File: src/rtl/uart_debugger_pkg.sv
// Shared types and constants for the UART debug port: dump FSM and RX state
// encodings, command byte, trailer bytes and frame length.
package uart_debugger_pkg;

  typedef enum logic [4:0] {
    ST_IDLE    = 5'd0,
    ST_LATCH   = 5'd1,
    ST_SEND    = 5'd2,
    ST_WAIT    = 5'd3,
    ST_ADVANCE = 5'd4,
    ST_CLOSE   = 5'd5
  } state_e;

  typedef enum logic [1:0] {
    RX_IDLE,
    RX_START,
    RX_DATA,
    RX_STOP
  } rx_state_e;

  localparam logic [7:0] CMD_DUMP = 8'h4C;
  localparam logic [7:0] CR_BYTE  = 8'h0D;
  localparam logic [7:0] LF_BYTE  = 8'h0A;

  // Start bit + 8 data bits + stop bit.
  localparam int UART_FRAME_BITS = 10;

endpackage

File: src/rtl/uart_debugger_tx.sv
// 8N1 byte transmitter for the debug port: one byte per start pulse, done_o
// strobes in the last cycle of the stop bit.
module debug_uart_tx
  import uart_debugger_pkg::*;
#(
  parameter int DIVIDER_TICKS = 1023
) (
  input  logic       clk_in,
  input  logic       reset,
  input  logic       start_i,
  input  logic [7:0] data_i,
  output logic       tx_o,
  output logic       busy_o,
  output logic       done_o
);

  localparam int TICK_W = $clog2(DIVIDER_TICKS);
  localparam logic [TICK_W-1:0] FULL_TICK = TICK_W'(DIVIDER_TICKS - 1);
  localparam logic [3:0] LAST_BIT = 4'(UART_FRAME_BITS - 1);

  logic              tx_q;
  logic              busy_q;
  logic [TICK_W-1:0] tick_q;
  logic [3:0]        bit_q;
  logic [8:0]        shift_q;

  // NOTE: sequential state uses <= so every flop samples pre-edge values.
  always_ff @(posedge clk_in) begin
    if (reset) begin
      tx_q    <= 1'b1;
      busy_q  <= 1'b0;
      tick_q  <= '0;
      bit_q   <= '0;
      shift_q <= '0;
    end else if (!busy_q) begin
      if (start_i) begin
        busy_q  <= 1'b1;
        tx_q    <= 1'b0;
        shift_q <= {1'b1, data_i};
        tick_q  <= '0;
        bit_q   <= '0;
      end
    end else if (tick_q == FULL_TICK) begin
      tick_q <= '0;
      if (bit_q == LAST_BIT) begin
        busy_q <= 1'b0;
        tx_q   <= 1'b1;
      end else begin
        bit_q   <= bit_q + 4'd1;
        tx_q    <= shift_q[0];
        shift_q <= {1'b0, shift_q[8:1]};
      end
    end else begin
      tick_q <= tick_q + TICK_W'(1);
    end
  end

  assign tx_o   = tx_q;
  assign busy_o = busy_q;
  assign done_o = busy_q && (bit_q == LAST_BIT) && (tick_q == FULL_TICK);

endmodule

File: src/rtl/uart_debugger.sv
// UART debug port: receives 8N1 commands and, on 'L', dumps a snapshot of
// data_in MSB byte first. Define UART_DEBUGGER_CRLF_EN to append CR LF.
module uart_debugger
  import uart_debugger_pkg::*;
#(
  parameter int DIVIDER_TICKS = 1023,
  parameter int DATA_WIDTH    = 24
) (
  input  logic                  clk_in,
  input  logic                  reset,
  input  logic [DATA_WIDTH-1:0] data_in,
  input  logic                  debug_uart_rx_in,
  output logic                  tx_out,
  output logic                  debug_start,
  output logic [4:0]            currentState,
  output logic                  tx_start,
  output logic [4:0]            current_position,
  output logic [7:0]            debug_command,
  output logic                  debug_command_pulse,
  output logic                  debug_command_busy,
  output logic                  do_close
);

  localparam int NBYTES = DATA_WIDTH / 8;
`ifdef UART_DEBUGGER_CRLF_EN
  localparam logic [4:0] LAST_POS = 5'(NBYTES + 1);
`else
  localparam logic [4:0] LAST_POS = 5'(NBYTES - 1);
`endif
  localparam int TICK_W = $clog2(DIVIDER_TICKS);
  localparam logic [TICK_W-1:0] HALF_TICK = TICK_W'(DIVIDER_TICKS / 2 - 1);
  localparam logic [TICK_W-1:0] FULL_TICK = TICK_W'(DIVIDER_TICKS - 1);

  // ---------------- command receiver ----------------
  logic              rx_meta_q, rx_sync_q, rx_prev_q;
  rx_state_e         rx_state_q;
  logic [TICK_W-1:0] rx_cnt_q;
  logic [2:0]        rx_bit_q;
  logic [7:0]        rx_shift_q;
  logic [7:0]        cmd_q;
  logic              cmd_pulse_q;

  always_ff @(posedge clk_in) begin
    if (reset) begin
      rx_meta_q   <= 1'b1;
      rx_sync_q   <= 1'b1;
      rx_prev_q   <= 1'b1;
      rx_state_q  <= RX_IDLE;
      rx_cnt_q    <= '0;
      rx_bit_q    <= '0;
      rx_shift_q  <= '0;
      cmd_q       <= '0;
      cmd_pulse_q <= 1'b0;
    end else begin
      rx_meta_q   <= debug_uart_rx_in;
      rx_sync_q   <= rx_meta_q;
      rx_prev_q   <= rx_sync_q;
      cmd_pulse_q <= 1'b0;
      case (rx_state_q)
        RX_IDLE: begin
          if (rx_prev_q && !rx_sync_q) begin
            rx_state_q <= RX_START;
            rx_cnt_q   <= '0;
          end
        end
        RX_START: begin
          if (rx_cnt_q == HALF_TICK) begin
            rx_cnt_q   <= '0;
            rx_bit_q   <= '0;
            // A start bit that is high again at mid-bit was a glitch.
            rx_state_q <= rx_sync_q ? RX_IDLE : RX_DATA;
          end else begin
            rx_cnt_q <= rx_cnt_q + TICK_W'(1);
          end
        end
        RX_DATA: begin
          if (rx_cnt_q == FULL_TICK) begin
            rx_cnt_q   <= '0;
            rx_shift_q <= {rx_sync_q, rx_shift_q[7:1]};
            if (rx_bit_q == 3'd7) rx_state_q <= RX_STOP;
            else                  rx_bit_q   <= rx_bit_q + 3'd1;
          end else begin
            rx_cnt_q <= rx_cnt_q + TICK_W'(1);
          end
        end
        RX_STOP: begin
          if (rx_cnt_q == FULL_TICK) begin
            rx_cnt_q   <= '0;
            rx_state_q <= RX_IDLE;
            if (rx_sync_q) begin
              cmd_q       <= rx_shift_q;
              cmd_pulse_q <= 1'b1;
            end
          end else begin
            rx_cnt_q <= rx_cnt_q + TICK_W'(1);
          end
        end
        default: rx_state_q <= RX_IDLE;
      endcase
    end
  end

  // ---------------- dump sequencer ----------------
  state_e                state_q, state_d;
  logic [4:0]            pos_q, pos_d;
  logic [DATA_WIDTH-1:0] snap_q;
  logic [7:0]            tx_byte;
  logic                  tx_busy, tx_done;

  always_ff @(posedge clk_in) begin
    if (reset) begin
      state_q <= ST_IDLE;
      pos_q   <= '0;
    end else begin
      state_q <= state_d;
      pos_q   <= pos_d;
    end
  end

  // NOTE: snapshot is pure datapath, only read after LATCH writes it, so it needs no reset.
  always_ff @(posedge clk_in) begin
    if (state_q == ST_LATCH) snap_q <= data_in;
  end

  // NOTE: every always_comb output gets a default first so no latch is inferred.
  always_comb begin
    state_d            = state_q;
    pos_d              = pos_q;
    debug_start        = 1'b0;
    tx_start           = 1'b0;
    do_close           = 1'b0;
    debug_command_busy = 1'b0;
    case (state_q)
      ST_IDLE: begin
        if (cmd_pulse_q && cmd_q == CMD_DUMP) state_d = ST_LATCH;
      end
      ST_LATCH: begin
        debug_start        = 1'b1;
        debug_command_busy = 1'b1;
        pos_d              = '0;
        state_d            = ST_SEND;
      end
      ST_SEND: begin
        debug_command_busy = 1'b1;
        if (!tx_busy) begin
          tx_start = 1'b1;
          state_d  = ST_WAIT;
        end
      end
      ST_WAIT: begin
        debug_command_busy = 1'b1;
        if (tx_done) state_d = ST_ADVANCE;
      end
      ST_ADVANCE: begin
        debug_command_busy = 1'b1;
        if (pos_q == LAST_POS) begin
          state_d = ST_CLOSE;
        end else begin
          pos_d   = pos_q + 5'd1;
          state_d = ST_SEND;
        end
      end
      ST_CLOSE: begin
        do_close = 1'b1;
        pos_d    = '0;
        state_d  = ST_IDLE;
      end
      default: begin
        pos_d   = '0;
        state_d = ST_IDLE;
      end
    endcase
  end

  // Position 0 is the most significant byte of the snapshot.
  always_comb begin
    tx_byte = '0;
    for (int i = 0; i < NBYTES; i++) begin
      if (pos_q == 5'(i)) tx_byte = snap_q[DATA_WIDTH-1-8*i -: 8];
    end
`ifdef UART_DEBUGGER_CRLF_EN
    if (pos_q == 5'(NBYTES))     tx_byte = CR_BYTE;
    if (pos_q == 5'(NBYTES + 1)) tx_byte = LF_BYTE;
`endif
  end

  debug_uart_tx #(
    .DIVIDER_TICKS(DIVIDER_TICKS)
  ) u_tx (
    .clk_in (clk_in),
    .reset  (reset),
    .start_i(tx_start),
    .data_i (tx_byte),
    .tx_o   (tx_out),
    .busy_o (tx_busy),
    .done_o (tx_done)
  );

  assign currentState        = state_q;
  assign current_position    = pos_q;
  assign debug_command       = cmd_q;
  assign debug_command_pulse = cmd_pulse_q;

endmodule

File: config.mk
export PLATFORM = sky130hd
export DESIGN_NAME = uart_debugger
export DESIGN_NICKNAME = d
export VERILOG_FILES = /design/src/rtl/uart_debugger_pkg.sv /design/src/rtl/uart_debugger_tx.sv /design/src/rtl/uart_debugger.sv
export SDC_FILE = /design/constraint.sdc
export NUM_CORES = 1
export LEC_CHECK = 0
export BUFFER_PORTS_ARGS = -buffer_cell sky130_fd_sc_hd__buf_2
export CAP_MARGIN = 5
export CORE_UTILIZATION = 45
export DETAILED_ROUTE_END_ITERATION = 10
export PLACE_DENSITY = 0.6
export SYNTH_ARGS = -nofsm -noshare
export SYNTH_HDL_FRONTEND = slang
export SYNTH_SLANG_ARGS = --single-unit
File: constraint.sdc
create_clock -name clk_in -period 4.54 [get_ports clk_in]
set_input_delay 0.227 -clock clk_in [delete_from_list [all_inputs] [get_ports clk_in]]
set_output_delay 0.227 -clock clk_in [all_outputs]
set_load 0.05 [all_outputs]
==> flow_summary.yaml <==
clock_network:
  cts_made_buffers: 9
  clkLatencyLatePin_ps: 350
  root_buffer: "clkbuf_8"
  cts_hold_buf: 0
  cts_tree: "built"
  cts_resized: 0
  cts_sinks: 92
  path_clk_slew_ps: 100
  cts_max_path_buffers: 2
  h-tree-depth: 3
  cts_setup_buffers: 0
routing:
  drt-pass1-iter-count: 5
  wl_per_cell_um: 14.67
  dr_wl_met3_um: 332
  ant_nets: 0
  met1_length_mm: 4.594
  met2_length_mm: 4.013
  drc_errors: 0
  drt_iter0_drc: 161
  via_per_inst: 5.589
  totalWireLength_mm: 9.035
  topRoutingLayerUsed: "met4"
  num_vias: 3443
synthesis:
  synth_seq_area_share_pct: 46.91
  synth_cells: 450
  synth_cell_types: 70
  synth_top_area_share_pct: 30.67
  syn_area_um2: 4438
  syn_area_per_cell_um2: 9.862
  yosys_warnings: 0
  synth_ff_type: "dfxtp_1"
  synth_top_area_cell: "dfxtp_1"
  ys_top_cells_by_area: "dfxtp_1, edfxtp_1, mux2i_1"
  synth-seq-cells: 92
  synth_edf_count: 24
  async_flop_share_pct: 0
sta:
  period_share_pct: 50.59
  setup_tns_ps: 0
  rsz0062_at_grt: "false"
  final_hold_viol_count: 0
  finalMaxSlewViolations: 0
  period_needed_ps: 2297
  worst_pin_slew_ps: 1103
  slew_headroom_pct: 26.22
  whs_ps: 41.22
  final.setup_skew_ps: 13.98
  setup_violations: 0
  clock.fmax_ghz: 0.4354
floorplanning:
  die_w_um: 101.3
  io_pins: 51
  initial_core_util_pct: 47.14
  die_y_um: 101.3
  core_um2: 9415
  die-area_um2: 10260
  num_rows: 35
setup_path:
  r2r_cells: 6
  path_cells: "inv_1 > ha_1 > or4b_1 > or4_1 > o31ai_1 > and3_1"
  worstSetupEndpointType: "flop"
  reg2reg_from: "current_position[0]$_SDFFE_PP0P_"
  slowest_delay_ps: 570
  r2r_slack_ps: 2240
  crit_path_top_delay_cell: "or4b_1"
  cp_max_fo: 17
  crit_path_start_kind: "flop"
  critPathKind: "flop to flop"
  reg2reg_to: "currentState[2]$_SDFFE_PP0P_"
  critPathRequiredTime_ps: 4840
  crit_arrival_ps: 2590
global_routing:
  grt_overflow_total: 0
  grt_usage_pct: 19.12
  antenna_found_initial: 0
  grt_pass1_vias: 3184
  grt_max_degree: 54
  grt_pass1_wl_mm: 15.47
layout:
  antenna_cells: 0
  fin_util_pct: 52.17
  layout-drive-gt1-share_pct: 16.63
  final_cells: 616
  layout.nets: 521
  syn2layout_area_growth_pct: 10.69
run:
  maxCapViolCount: 0
pwr:
  ir_worst_vdd_mv: 0.1973
  power_density_nw_per_um2: 313.8
  leakage_nw: 1.798
placement:
  portBuffers: 48
  dp_cells: 600
  place.gp.congestion: 0.7736
  dpl.hpwl_mm: 6.142
worst_hold_path:
  min_to: "snap_q[11]$_DFFE_PP_"
  min_path_type: "input port to flop"
  hold_depth: 1
  holdCritStartpoint: "data_in[11]"
outcome:
  status: "completed"
-- sequential cells by signal (all words and copies together) (netlist names), 3 cells and up, named ones only --
| register | count |
|---|---|
| currentState | 3 |
| current_position | 5 |
| u_tx.bit_q | 4 |
| debug_command | 8 |
| rx_shift_q | 8 |
| snap_q | 24 |
| u_tx.tick_q | 10 |
| rx_cnt_q | 10 |
| rx_bit_q | 3 |
| u_tx.shift_q | 9 |
-- synthesized netlist by cell type (7+ instances only) --
cell type,count
a211o_1,16
a21oi_1,36
a22o_1,7
buf_2,10
clkbuf_1,14
dfxtp_1,68
edfxtp_1,24
ha_1,12
inv_1,12
mux2i_1,19
nand2_1,27
nand2b_1,9
nand3_1,18
nand3b_1,10
nor2_1,33
nor2b_1,8
o21ai_1,10
-- where the power goes --
part	internal [mW]	leakage (nW)	switching, mW
registers	0.865	0.766	0.0188
logic	0.0459	0.937	0.0857
clock network	0.209	0.0942	0.317
total	1.12	1.80	0.421
-- metrics by stage --
| step | power [mW] | worst slack [ps] | area (um^2) |
|---|---|---|---|
| floorplan | 0.9994 | 286.9 | 4442 |
| global placement | 1.032 | 2225 | 4723 |
| detailed placement | 1.034 | 2056 | 4723 |
| CTS | 1.560 | 2053 | 4906 |
| global route | 1.611 | 2044 | 4912 |
| finish | 1.541 | 2243 | 4912 |
-- how the worst max path moves through the flow --
stage,from,end,slack (ps),cells after the start
after CTS,u_tx.tick_q[0]$_SDFFE_PP0P_,u_tx.tick_q[9]$_SDFFE_PP0P_,2050,6
after global placement,u_tx.tick_q[0]$_SDFFE_PP0P_,u_tx.tick_q[6]$_SDFFE_PP0P_,2220,6
final,current_position[0]$_SDFFE_PP0P_,currentState[2]$_SDFFE_PP0P_,2240,6
after floorplan,currentState[0]$_SDFFE_PP0P_,snap_q[0]$_DFFE_PP_,290,2
after detailed placement,u_tx.tick_q[0]$_SDFFE_PP0P_,u_tx.tick_q[9]$_SDFFE_PP0P_,2060,6
after global routing,current_position[0]$_SDFFE_PP0P_,currentState[2]$_SDFFE_PP0P_,2040,6
-- per-layer routing --
layer	GRT usage (%)	vias up
li1	-	1728
met1	27.43	1621
met2	29.20	85
met3	3.244	9
met4	6.355	0
met5	0	-
-- placed cells by master (no fill, tap or decap), types with 3 or more instances in the layout --
cell | Yosys | final
ha_1 | 12 | 12
buf_2 | 10 | 48
nand2_1 | 27 | 27
xor2_1 | 4 | 4
nor3_1 | 5 | 5
inv_6 | 0 | 3
o31ai_1 | 4 | 4
nand3b_1 | 10 | 10
edfxtp_1 | 24 | 24
nand4b_1 | 3 | 3
nand4_1 | 5 | 5
a211oi_1 | 5 | 5
a31oi_1 | 4 | 4
nor2_1 | 33 | 33
or4_1 | 3 | 3
clkbuf_8 | 0 | 9
a311oi_1 | 5 | 4
a22o_1 | 7 | 7
and3_1 | 4 | 4
o21ai_0 | 5 | 5
nand2b_1 | 9 | 9
a211o_1 | 16 | 16
nor2b_1 | 8 | 8
a21oi_1 | 36 | 36
and4_1 | 4 | 4
inv_1 | 12 | 12
or3_1 | 6 | 6
nand3_1 | 18 | 18
mux2i_1 | 19 | 19
xnor2_1 | 5 | 5
o21ai_1 | 10 | 10
dfxtp_1 | 68 | 68
or2_2 | 4 | 4
-- critical path: cells and delay by family, from the launching register on --
kind	cells	cell delay [ps]
simple gates	3	1180
fa+ha+maj	1	500
flops	1	360
buf+inv	1	130
compound gates	1	80
-- logic make-up (layout without fill, tap and decap cells) --
| logic type | count (synthesis) | in the layout | share of synthesized area (%) |
|---|---|---|---|
| other | 1 | 2 | 0.08450 |
| DFF | 92 | 92 | 46.91 |
| AOI/OAI and AO/OA | 116 | 116 | 18.49 |
| xor gates and xnor gates | 9 | 9 | 1.776 |
| and+or+nand+nor | 157 | 157 | 20.72 |
| muxes | 19 | 19 | 4.285 |
| adders and majority gates | 12 | 12 | 3.383 |
| buffers and inverters | 44 | 80 | 4.341 |
-- final cells by class --
| type | count | area [um^2] |
|---|---|---|
| Fill cell | 883 | 4503 |
| Multi-Input combinational cell | 315 | 2178 |
| Sequential cell | 92 | 2082 |
| Timing Repair Buffer | 50 | 255.2 |
| Tap cell | 129 | 161.4 |
| Clock buffer | 9 | 123.9 |
| Clock inverter | 7 | 58.81 |
| Inverter | 14 | 52.55 |
Note: power is estimated with default switching activity, not from simulation.
